$ cat src/rtl/traffic_display_scan.sv
// Four-digit multiplexed seven-segment scanner for the countdown times coming from the
// light controller. It provides shadowed BCD capture, wink blinking, leading-zero
// blanking and a sticky flag for invalid BCD.
module traffic_display_scan #(
  parameter int SCAN_DIV     = 1000,
  parameter int BLINK_FRAMES = 64
) (
  input  logic       Clk,
  input  logic       Rst,
  input  logic       Ena,
  input  logic       Load,
  input  logic [3:0] A_Time_L,
  input  logic [3:0] A_Time_H,
  input  logic [3:0] B_Time_L,
  input  logic [3:0] B_Time_H,
  input  logic       Wink,
  input  logic       Clr_Err,
  output logic [6:0] Seg,
  output logic [3:0] Dig,
  output logic       Bcd_Err
);

  localparam int PW = $clog2(SCAN_DIV);
  localparam int FW = (BLINK_FRAMES > 1) ? $clog2(BLINK_FRAMES) : 1;
  localparam logic [PW-1:0] PRE_LAST = PW'(SCAN_DIV - 1);
  localparam logic [FW-1:0] FRM_LAST = FW'(BLINK_FRAMES - 1);

  logic [PW-1:0]   pre;
  logic [1:0]      idx;
  logic [FW-1:0]   frm;
  logic            dark;
  logic [3:0][3:0] sh;      // slot-ordered: A_L, A_H, B_L, B_H
  logic            s1_vld;
  logic [1:0]      s1_idx;
  logic [3:0]      s1_nib;
  logic            bad_in, slot_end, frame_end, show;
  logic [6:0]      seg_nxt;

  function automatic logic [6:0] dec(input logic [3:0] n);
    case (n)
      4'd0:    dec = 7'b0111111;
      4'd1:    dec = 7'b0000110;
      4'd2:    dec = 7'b1011011;
      4'd3:    dec = 7'b1001111;
      4'd4:    dec = 7'b1100110;
      4'd5:    dec = 7'b1101101;
      4'd6:    dec = 7'b1111101;
      4'd7:    dec = 7'b0000111;
      4'd8:    dec = 7'b1111111;
      4'd9:    dec = 7'b1101111;
      default: dec = 7'b1000000;
    endcase
  endfunction

  always_comb begin
    bad_in    = (A_Time_L > 4'd9) || (A_Time_H > 4'd9) ||
                (B_Time_L > 4'd9) || (B_Time_H > 4'd9);
    slot_end  = (pre == PRE_LAST);
    frame_end = slot_end && (idx == 2'd3);
    // Ena and Wink gate the final stage directly, so both take effect on the very next edge
    show      = s1_vld && Ena && !(Wink && dark);
    seg_nxt   = (s1_idx[0] && (s1_nib == 4'd0)) ? 7'b0000000 : dec(s1_nib);
  end

  always_ff @(posedge Clk) begin
    if (Rst) begin
      pre     <= '0;
      idx     <= '0;
      frm     <= '0;
      dark    <= 1'b0;
      sh      <= '0;
      s1_vld  <= 1'b0;
      s1_idx  <= '0;
      s1_nib  <= '0;
      Seg     <= '0;
      Dig     <= '0;
      Bcd_Err <= 1'b0;
    end else begin
      if (Load) sh <= {B_Time_H, B_Time_L, A_Time_H, A_Time_L};

      if (Load && bad_in) Bcd_Err <= 1'b1;
      else if (Clr_Err)   Bcd_Err <= 1'b0;

      if (Ena) begin
        pre <= slot_end ? '0 : pre + 1'b1;
        if (slot_end) idx <= idx + 2'd1;
      end

      if (!Wink) begin
        frm  <= '0;
        dark <= 1'b0;
      end else if (Ena && frame_end) begin
        if (frm == FRM_LAST) begin
          frm  <= '0;
          dark <= ~dark;
        end else begin
          frm <= frm + 1'b1;
        end
      end

      // Stage 1 reads the whole nibble from the shadow, so a digit can never be shown torn
      s1_vld <= 1'b1;
      s1_idx <= idx;
      s1_nib <= sh[idx];

      Dig <= show ? (4'b0001 << s1_idx) : 4'b0000;
      Seg <= show ? seg_nxt : 7'b0000000;
    end
  end

endmodule

$ cat config.mk
export PLATFORM = sky130hd
export DESIGN_NAME = traffic_display_scan
export DESIGN_NICKNAME = d
export VERILOG_FILES = /design/src/rtl/traffic_display_scan.sv
export SDC_FILE = /design/constraint.sdc
export NUM_CORES = 1
export LEC_CHECK = 0
export ABC_AREA = 0
export CAP_MARGIN = 25
export CORE_MARGIN = 2
export CORE_UTILIZATION = 40
export CTS_BUF_LIST = sky130_fd_sc_hd__clkbuf_8
export CTS_CLUSTER_DIAMETER = 60
export DETAILED_ROUTE_END_ITERATION = 10
export SETUP_SLACK_MARGIN = 0.02
export SYNTH_ARGS = -nofsm -noshare
export SYNTH_HDL_FRONTEND = slang
export SYNTH_SLANG_ARGS = --single-unit
$ cat constraint.sdc
create_clock -name Clk -period 2.72 [get_ports Clk]
set_input_delay 0.272 -clock Clk [delete_from_list [all_inputs] [get_ports Clk]]
set_output_delay 0.272 -clock Clk [all_outputs]
set_load 0.05 [all_outputs]
### After elaboration in Yosys (flattened, before gate mapping)

Memory sizes are Yosys's and may differ from the RTL's. A register that Yosys moved wholly into a read port is not among the register bits.
Index checks and enable logic that the tools add are counted.

* register bits: 47
* memory bits (read-only): 112
* input bits: 22
* output and inout bits: 12
* word-level logic and storage cells: 54
* memories kept: 1

Memory list
* (no name shown): depth 16, width 7, rd ports 1, clocked after Yosys merged registers in 1, write ports 0, line 40 `case (n)`

* add/subtract/negate cells: 3
* magnitude comparators: 5
* equality and inequality tests: 3
* shift-type cells: 1
* mux-type cells: 7
* bitwise operators: 3
* reductions and logical operators: 18

Operator list (count)
* 4-bit greater-than comparator (second input constant): 4
* 10-bit by 1-bit adder with 10-bit output (second input constant): 1
* 10-bit equality test (second input constant): 1
* 10-bit 2-to-1 mux: 1
* 4-bit binary-select mux with 2-bit select: 1
* 1-bit logical AND: 7
* 6-bit by 1-bit adder with 6-bit output (second input constant): 1
* 6-bit equality test (second input constant): 1
* 6-bit 2-to-1 mux: 1
* 4-bit logical NOT: 1
* 4-bit 2-to-1 mux: 1
* 2-bit AND reduction: 2
* 2-bit OR reduction: 2
* 1-bit by 2-bit left shift with 4-bit output (first input constant): 1
* 1-bit logical OR: 3
* 2-bit by 3-bit < comparator with 1-bit output (second input constant): 1
* 1-bit 2-to-1 mux: 3
* 1-bit NOT: 3
* 3-bit OR reduction: 1
* 2-bit by 1-bit adder with 2-bit output (second input constant): 1
* 2-bit equality test (second input constant): 1
* 2-bit nonzero test: 1
* 1-bit logical NOT: 1

### Logic depth before layout (Yosys ltp)

Gate-level depths: netlist of the first run.

* depth after elaboration: 6
* gate-level depth with buffers: 6
* mapped depth without buffers: 5

### Least setup slack after synthesis of the first run

No wires, ideal clock.

* path kind: register -> register
* start: reg pre[0]
* end: reg dark
* library setup time: 0.070 ns
* data arrival time: 1.692 ns
* data required time: 2.650 ns
* path slack: 0.958 ns
* stages on the path, launching flop included: 7
* buffers on the path: 1
* period minus slack after synthesis: 1.762 ns
* path through: dfxtp_1 -> ha_1 -> nand4_2 -> or3_1 -> clkbuf_2 -> or3_1 -> a21oi_1

* longest elaborated chain between the ends: 4

RTL lines
* start: declaration: line 28 `logic [PW-1:0] pre;`
* start signal: assignment: line 85 `pre <= slot_end ? '0 : pre + 1'b1;`
* 10-bit equality test: line 58 `slot_end = (pre == PRE_LAST);`
* 1-bit logical AND: line 59 `frame_end = slot_end && (idx == 2'd3);`
* 1-bit logical AND: line 92 `end else if (Ena && frame_end) begin`
* 2-bit AND reduction (no line)
* end signal: assignment: line 95 `dark <= ~dark;`
* end: declaration: line 31 `logic dark;`

No other way between the ends.
A chain may end at the register's enable or synchronous reset.

### Worst setup path in the final report of the first run

* start: reg idx[1]
* end: reg frm[1]

* longest elaborated chain between the ends: 3

RTL lines
* start: declaration: line 29 `logic [1:0] idx;`
* start signal: assignment: line 86 `if (slot_end) idx <= idx + 2'd1;`
* 2-bit equality test: line 59
* 1-bit logical AND: line 59
* 1-bit logical AND: line 92
* end signal: assignment: line 97 `frm <= frm + 1'b1;`
* end: declaration: line 30 `logic [FW-1:0] frm;`

No other way between the ends.

==> flow_summary.toml, run 1 <==
[run_status]
status = "complete, no violations"

[synthesis]
synth_cell_types = 35
synth_edf_count = 0
synth_area_um2 = 2270
synth_top_area_cell = "dfxtp_1"
syn-num-nets = 268
synth_seq_cells = 54
synth_seq_area_share_pct = 47.7
synthCells = 237
synth_top_area_share_pct = 47.7
async_flop_share_pct = 0
synthFlopType = "dfxtp_1"
yosys-top-cells-area = "dfxtp_1 (48%), mux2i_1 (7.9%), nor2_1 (6.6%), ha_1 (5.0%), mux4_2 (4.0%)"
syn_area_per_cell_um2 = 9.57
synth_warnings = 0

[clocking]
cts_made_buffers = 5
path_clk_slew_ns = 0.09
post_cts_buffers = 0
clockBufferDepth = 2
cts.sinks = 54
post_cts_resized = 0
clock_latency_ns = 0.31
cts_tree = "done"
cts-htree-levels = 2
postCtsHoldBufs = 0
cts_root_buf = "clkbuf_8"

[finish]
layout_commonest_cell = "dfxtp_1"
stdcell_count = 343
drive_above_1_share_pct = 6.27
final_cell_mix = "dfxtp_1 (54), nor2_1 (40), clkdlybuf4s50_1 (33), mux2i_1 (18), nand2_1 (15)"
fin_nets = 301
n_antenna_cell = 0
areaGrowthSynthToFinish_pct = 21.9

[global_route]
grt_pass1_wl_um = 6600
grt_max_degree = 23
antenna_found_initial = 0
track_usage_pct = 13.5
overflow = 0
grt_pass1_vias = 1464

[worst_setup_path]
r2r_setup_slack_ns = 0.78
endpoint_kind = "flop"
crit_path_start_kind = "flop"
critPathBufInv = 1
critPathSlowestCell = "nor4_1"
crit_chain = "ha_1 -> inv_1 -> nor4_1 -> mux2i_1 -> nor2_1"
worstRegToRegCells = 5
critPathArrivalTime_ns = 2.14
r2r_end = "frm[1]"
required_ns = 2.92
r2r-start = "idx[1]"
path_delay_family = "simple AND/OR/NAND/NOR gates"
crit_type = "reg2reg"
worstPathMaxFanout = 7
path_depth = 5
critPathMaxStageDelay_ns = 0.64

[timing]
period_minus_slack_ns = 1.94
fin_crit_sh_pct = 71.3
max_freq_mhz = 516
slew_violations = 0
worstMarginPinSlew_ns = 0.701
grt_setup_unrepaired = "no"
slew_headroom_pct = 52.8
fin_tns_setup_ns = 0
finalClockSkew_ns = 0.00594
hold_viol = 0
setup-violations-final = 0
whs_ns = 0.447

[routing]
vias_per_cell = 4.89
wl_per_cell_um = 11.3
ant_nets = 0
drt_first_iter_violations = 55
vias = 1677
dr.pass1.iters = 4
wl_um = 3880
drc = 0

[floorplanning]
start_util_pct = 41.2
core-area_um2 = 5510
die-area_um2 = 6290
dieWidth_um = 79.3
rows = 27
die_h_um = 79.3
pin_count = 34

[job]
drv_cap = 0

[worst_hold_path]
holdCritPathClass = "reg2reg"
min_path_cells = 1
hold_end = "Dig[1]"
hold_path.startpoint = "s1_idx[1]"

[pwr]
clkPwrFrac_pct = 32.2
combPwrFrac_pct = 10.1
switchingPower_uw = 347
powerDensity_nw_per_um2 = 522
ir_worst_vdd_uv = 261
leakage_uw = 0.00106
switching_share_pct = 24.1
p_int_uw = 1100
power_frac_seq_pct = 57.7

[placement]
place_congestion = 0.769
io_buffers = 33
post-place-cells = 335
dpl.hpwl_um = 2840
## flip-flops by register name, summed over array words and instances (netlist names)
| signal | cells |
|---|---|
| sh | 16 |
| pre | 10 |
| Seg | 7 |
| frm | 6 |
| Dig | 4 |
| s1_nib | 4 |
| idx | 2 |
| s1_idx | 2 |
| Bcd_Err | 1 |
| dark | 1 |
| s1_vld | 1 |
## cell usage after synthesis (2+ instances only)
cell and n:
dfxtp_1 54, inv_1 7, mux4_2 4, and2_1 7
clkbuf_1 7, o21a_1 4, or3_1 2, nand3_1 3
nor4_1 2, xor2_1 4, a211oi_1 3, mux2i_1 18
a21oi_1 10, o21ai_0 9, xnor2_1 7, nor3_1 3
nand2_1 15, nand2b_1 2, buf_2 2, ha_1 9
nand4_1 7, nor2_1 40, nor2b_1 6
## power groups by stage
stage	registers, uW	logic (uW)	clock network, uW
3_3_place_gp	851	147	0
5_1_grt	837	161	524
6_report	833	146	464
2_1_floorplan	866	70.6	0
4_1_cts	833	148	485
3_5_place_dp	851	147	0
## final cells by class
cell class	count	area (um^2)
Tap cell	72	90.1
Inverter	7	26.3
Sequential cell	54	1080
Timing Repair Buffer	36	353
Fill cell	514	2740
Clock buffer	6	82.6
Clock inverter	2	12.5
Multi-Input combinational cell	166	1120
## per-stage QoR
stage | instance area, um^2 | utilization (%) | worst slack (ns) | total power (uW)
after global routing | 2760 | 50.2 | 0.601 | 1520
after detailed placement | 2670 | 48.5 | 0.722 | 999
final | 2760 | 50.2 | 0.781 | 1440
after floorplan | 2270 | - | 0.958 | 937
after global placement | 2670 | 48.5 | 0.751 | 998
after CTS | 2760 | 50.2 | 0.781 | 1470
## routing by layer
layer	part of all wire (%)	GRT usage, %
met1	51	17.6
met2	44	20.8
met3	4.2	4.77
met4	1.4	4.66
met5	0	0
## how the worst max path moves through the flow
| stage | startpoint | end | slack (ns) |
|---|---|---|---|
| 6_report | idx[1] | frm[1] | 0.78 |
| 5_1_grt | idx[1] | frm[0] | 0.60 |
| 4_1_cts | pre[0] | dark | 0.78 |
| 3_5_place_dp | Ena | dark | 0.72 |
| 3_3_place_gp | Ena | dark | 0.75 |
| 2_1_floorplan | pre[0] | dark | 0.96 |
## kinds of logic (layout without fill, tap and decap cells)
group	Yosys count	in the layout	share of synthesized area, %
compound gates	31	31	8.33
fa+ha+maj	9	9	4.97
xor+xnor	11	11	4.25
mux	22	22	11.9
buf+inv	17	51	2.98
flops	54	54	47.7
simple gates	93	93	19.9
No activity file was read; power rests on OpenSTA's default activity.
==> inputs of run 2 (changes only) <==
- clock period: 2.72 -> 1.8 ns (I/O delays scaled with it)
==> run 2 against run 1 <==
Net effect: cell count is 3.8% higher; utilization grew 2.0 points; clock power is 45% higher; critical endpoint unchanged.
==> flow_summary.toml, run 2 (synthesis results as in run 1) <==
[run_status]
status = "complete, no violations"

[clocking]
post_cts_buffers = 0
cts_root_buf = "clkbuf_8"
path_clk_slew_ns = 0.09
postCtsHoldBufs = 0
cts_made_buffers = 5
cts.sinks = 54
clock_latency_ns = 0.30
clockBufferDepth = 2
cts-htree-levels = 2
cts_tree = "done"

[placement]
place_congestion = 0.760
post-place-cells = 348
pre_cts_slack_ns = 0.0606
io_buffers = 33
dpl.hpwl_um = 2950

[timing]
finalClockSkew_ns = 0.00755
whs_ns = 0.439
fin_crit_sh_pct = 91.1
period_minus_slack_ns = 1.64
slew_headroom_pct = 67.0
setup-violations-final = 0
hold_viol = 0
fin_ws_ns = 0.161
slew_violations = 0
worstMarginPinSlew_ns = 0.494
max_freq_mhz = 610
fin_tns_setup_ns = 0
grt_setup_unrepaired = "no"

[finish]
drive_above_1_share_pct = 10.9
fin_nets = 314
max_flop_register = "sh"
largest_reg_flops = 16
largest_registers = "sh: 16 flops, pre: 10 flops, Seg: 7 flops"
stdcell_count = 356
final_cell_mix = "dfxtp_1 (53), nor2_1 (40), clkdlybuf4s50_1 (33), mux2i_1 (18)"
n_antenna_cell = 0
areaGrowthSynthToFinish_pct = 26.9
layout_commonest_cell = "dfxtp_1"

[worst_setup_path]
critPathBufInv = 2
critPathMaxStageDelay_ns = 0.36
required_ns = 1.99
endpoint_kind = "flop"
worstPathMaxFanout = 4
critPathSlowestCell = "dfxtp_2"
crit_type = "reg2reg"
crit_path_start_kind = "flop"
crit_chain = "ha_1 -> nand4_2 -> buf_4 -> nor4_1 -> buf_4 -> mux2i_1 -> nor2_1"
critPathArrivalTime_ns = 1.83
crit_top_cell = "buf_4"
path_delay_family = "simple AND/OR/NAND/NOR gates"

[routing]
drt_first_iter_violations = 27
ant_nets = 0
vias = 1707
wl_um = 4010
vias_per_cell = 4.79
dr.pass1.iters = 4
drc = 0
wl_per_cell_um = 11.3

[floorplanning]
die-area_um2 = 6290
start_util_pct = 41.2
die_h_um = 79.3
rows = 27
pin_count = 34
dieWidth_um = 79.3
core-area_um2 = 5510

[global_route]
top_usage_layer = "met2"
antenna_found_initial = 0
grt_pass1_wl_um = 6970
gr-usage-met1_pct = 18.9
track_usage_pct = 14.1
met3_usage_pct = 3.07
grt_pass1_vias = 1539
overflow = 0
grt_max_degree = 22
met2_usage_pct = 21.8

[pwr]
leakage_uw = 0.00114
powerDensity_nw_per_um2 = 753
ir_worst_vdd_uv = 443

[job]
drv_cap = 0

[worst_hold_path]
holdCritPathClass = "reg2reg"
==> run 2: final timing paths <==
check / slack (ns) / start / depth (start not counted) / end
setup / recovery: 0.16 / pre[1] / 7 / frm[1]
hold / removal: 0.44 / s1_idx[1] / 1 / Dig[1]
setup reg to reg: 0.16 / pre[1] / 7 / frm[1]
hold reg to reg: 0.44 / s1_idx[1] / 1 / Dig[1]
==> run 2: final cells by class <==
type	instances	area [um^2]
Clock inverter	2	8.76
Fill cell	521	2630
Timing Repair Buffer	49	463
Tap cell	72	90.1
Inverter	7	26.3
Sequential cell	54	1080
Clock buffer	6	82.6
Multi-Input combinational cell	166	1120
==> run 2: power breakdown <==
part / switching [uW] / internal, uW / leakage (uW)
registers: 23.0 / 1230 / 0.000441
logic: 112 / 123 / 0.000643
clock network: 368 / 305 / 0.0000524
==> run 2: worst register-to-register path, stage by stage, from the launching register on <==
cell and delay, ns:
dfxtp_2 0.36, ha_1 0.19, nand4_2 0.12, buf_4 0.16
nor4_1 0.28, buf_4 0.19, mux2i_1 0.18, nor2_1 0.05
==> run 2: what timing repair did <==
item,4_1_cts,5_1_grt
resized for setup,0,2
hold endpoints to repair,0,0
setup endpoints to repair,0,6
==> run 2: metrics by stage <==
stage | cell area (um^2) | power, uW | util [%]
floorplan | 2270 | 1420 | -
global placement | 2780 | 1520 | 50.5
detailed placement | 2780 | 1520 | 50.5
CTS | 2870 | 2210 | 52.1
global route | 2880 | 2280 | 52.2
finish | 2880 | 2170 | 52.2
==> run 2: per-layer routing <==
metal / vias to the layer above / wire length, um
met5: - / 0
met4: 0 / 67
met3: 7 / 149
met2: 33 / 1780
met1: 765 / 2010
li1: 902 / -
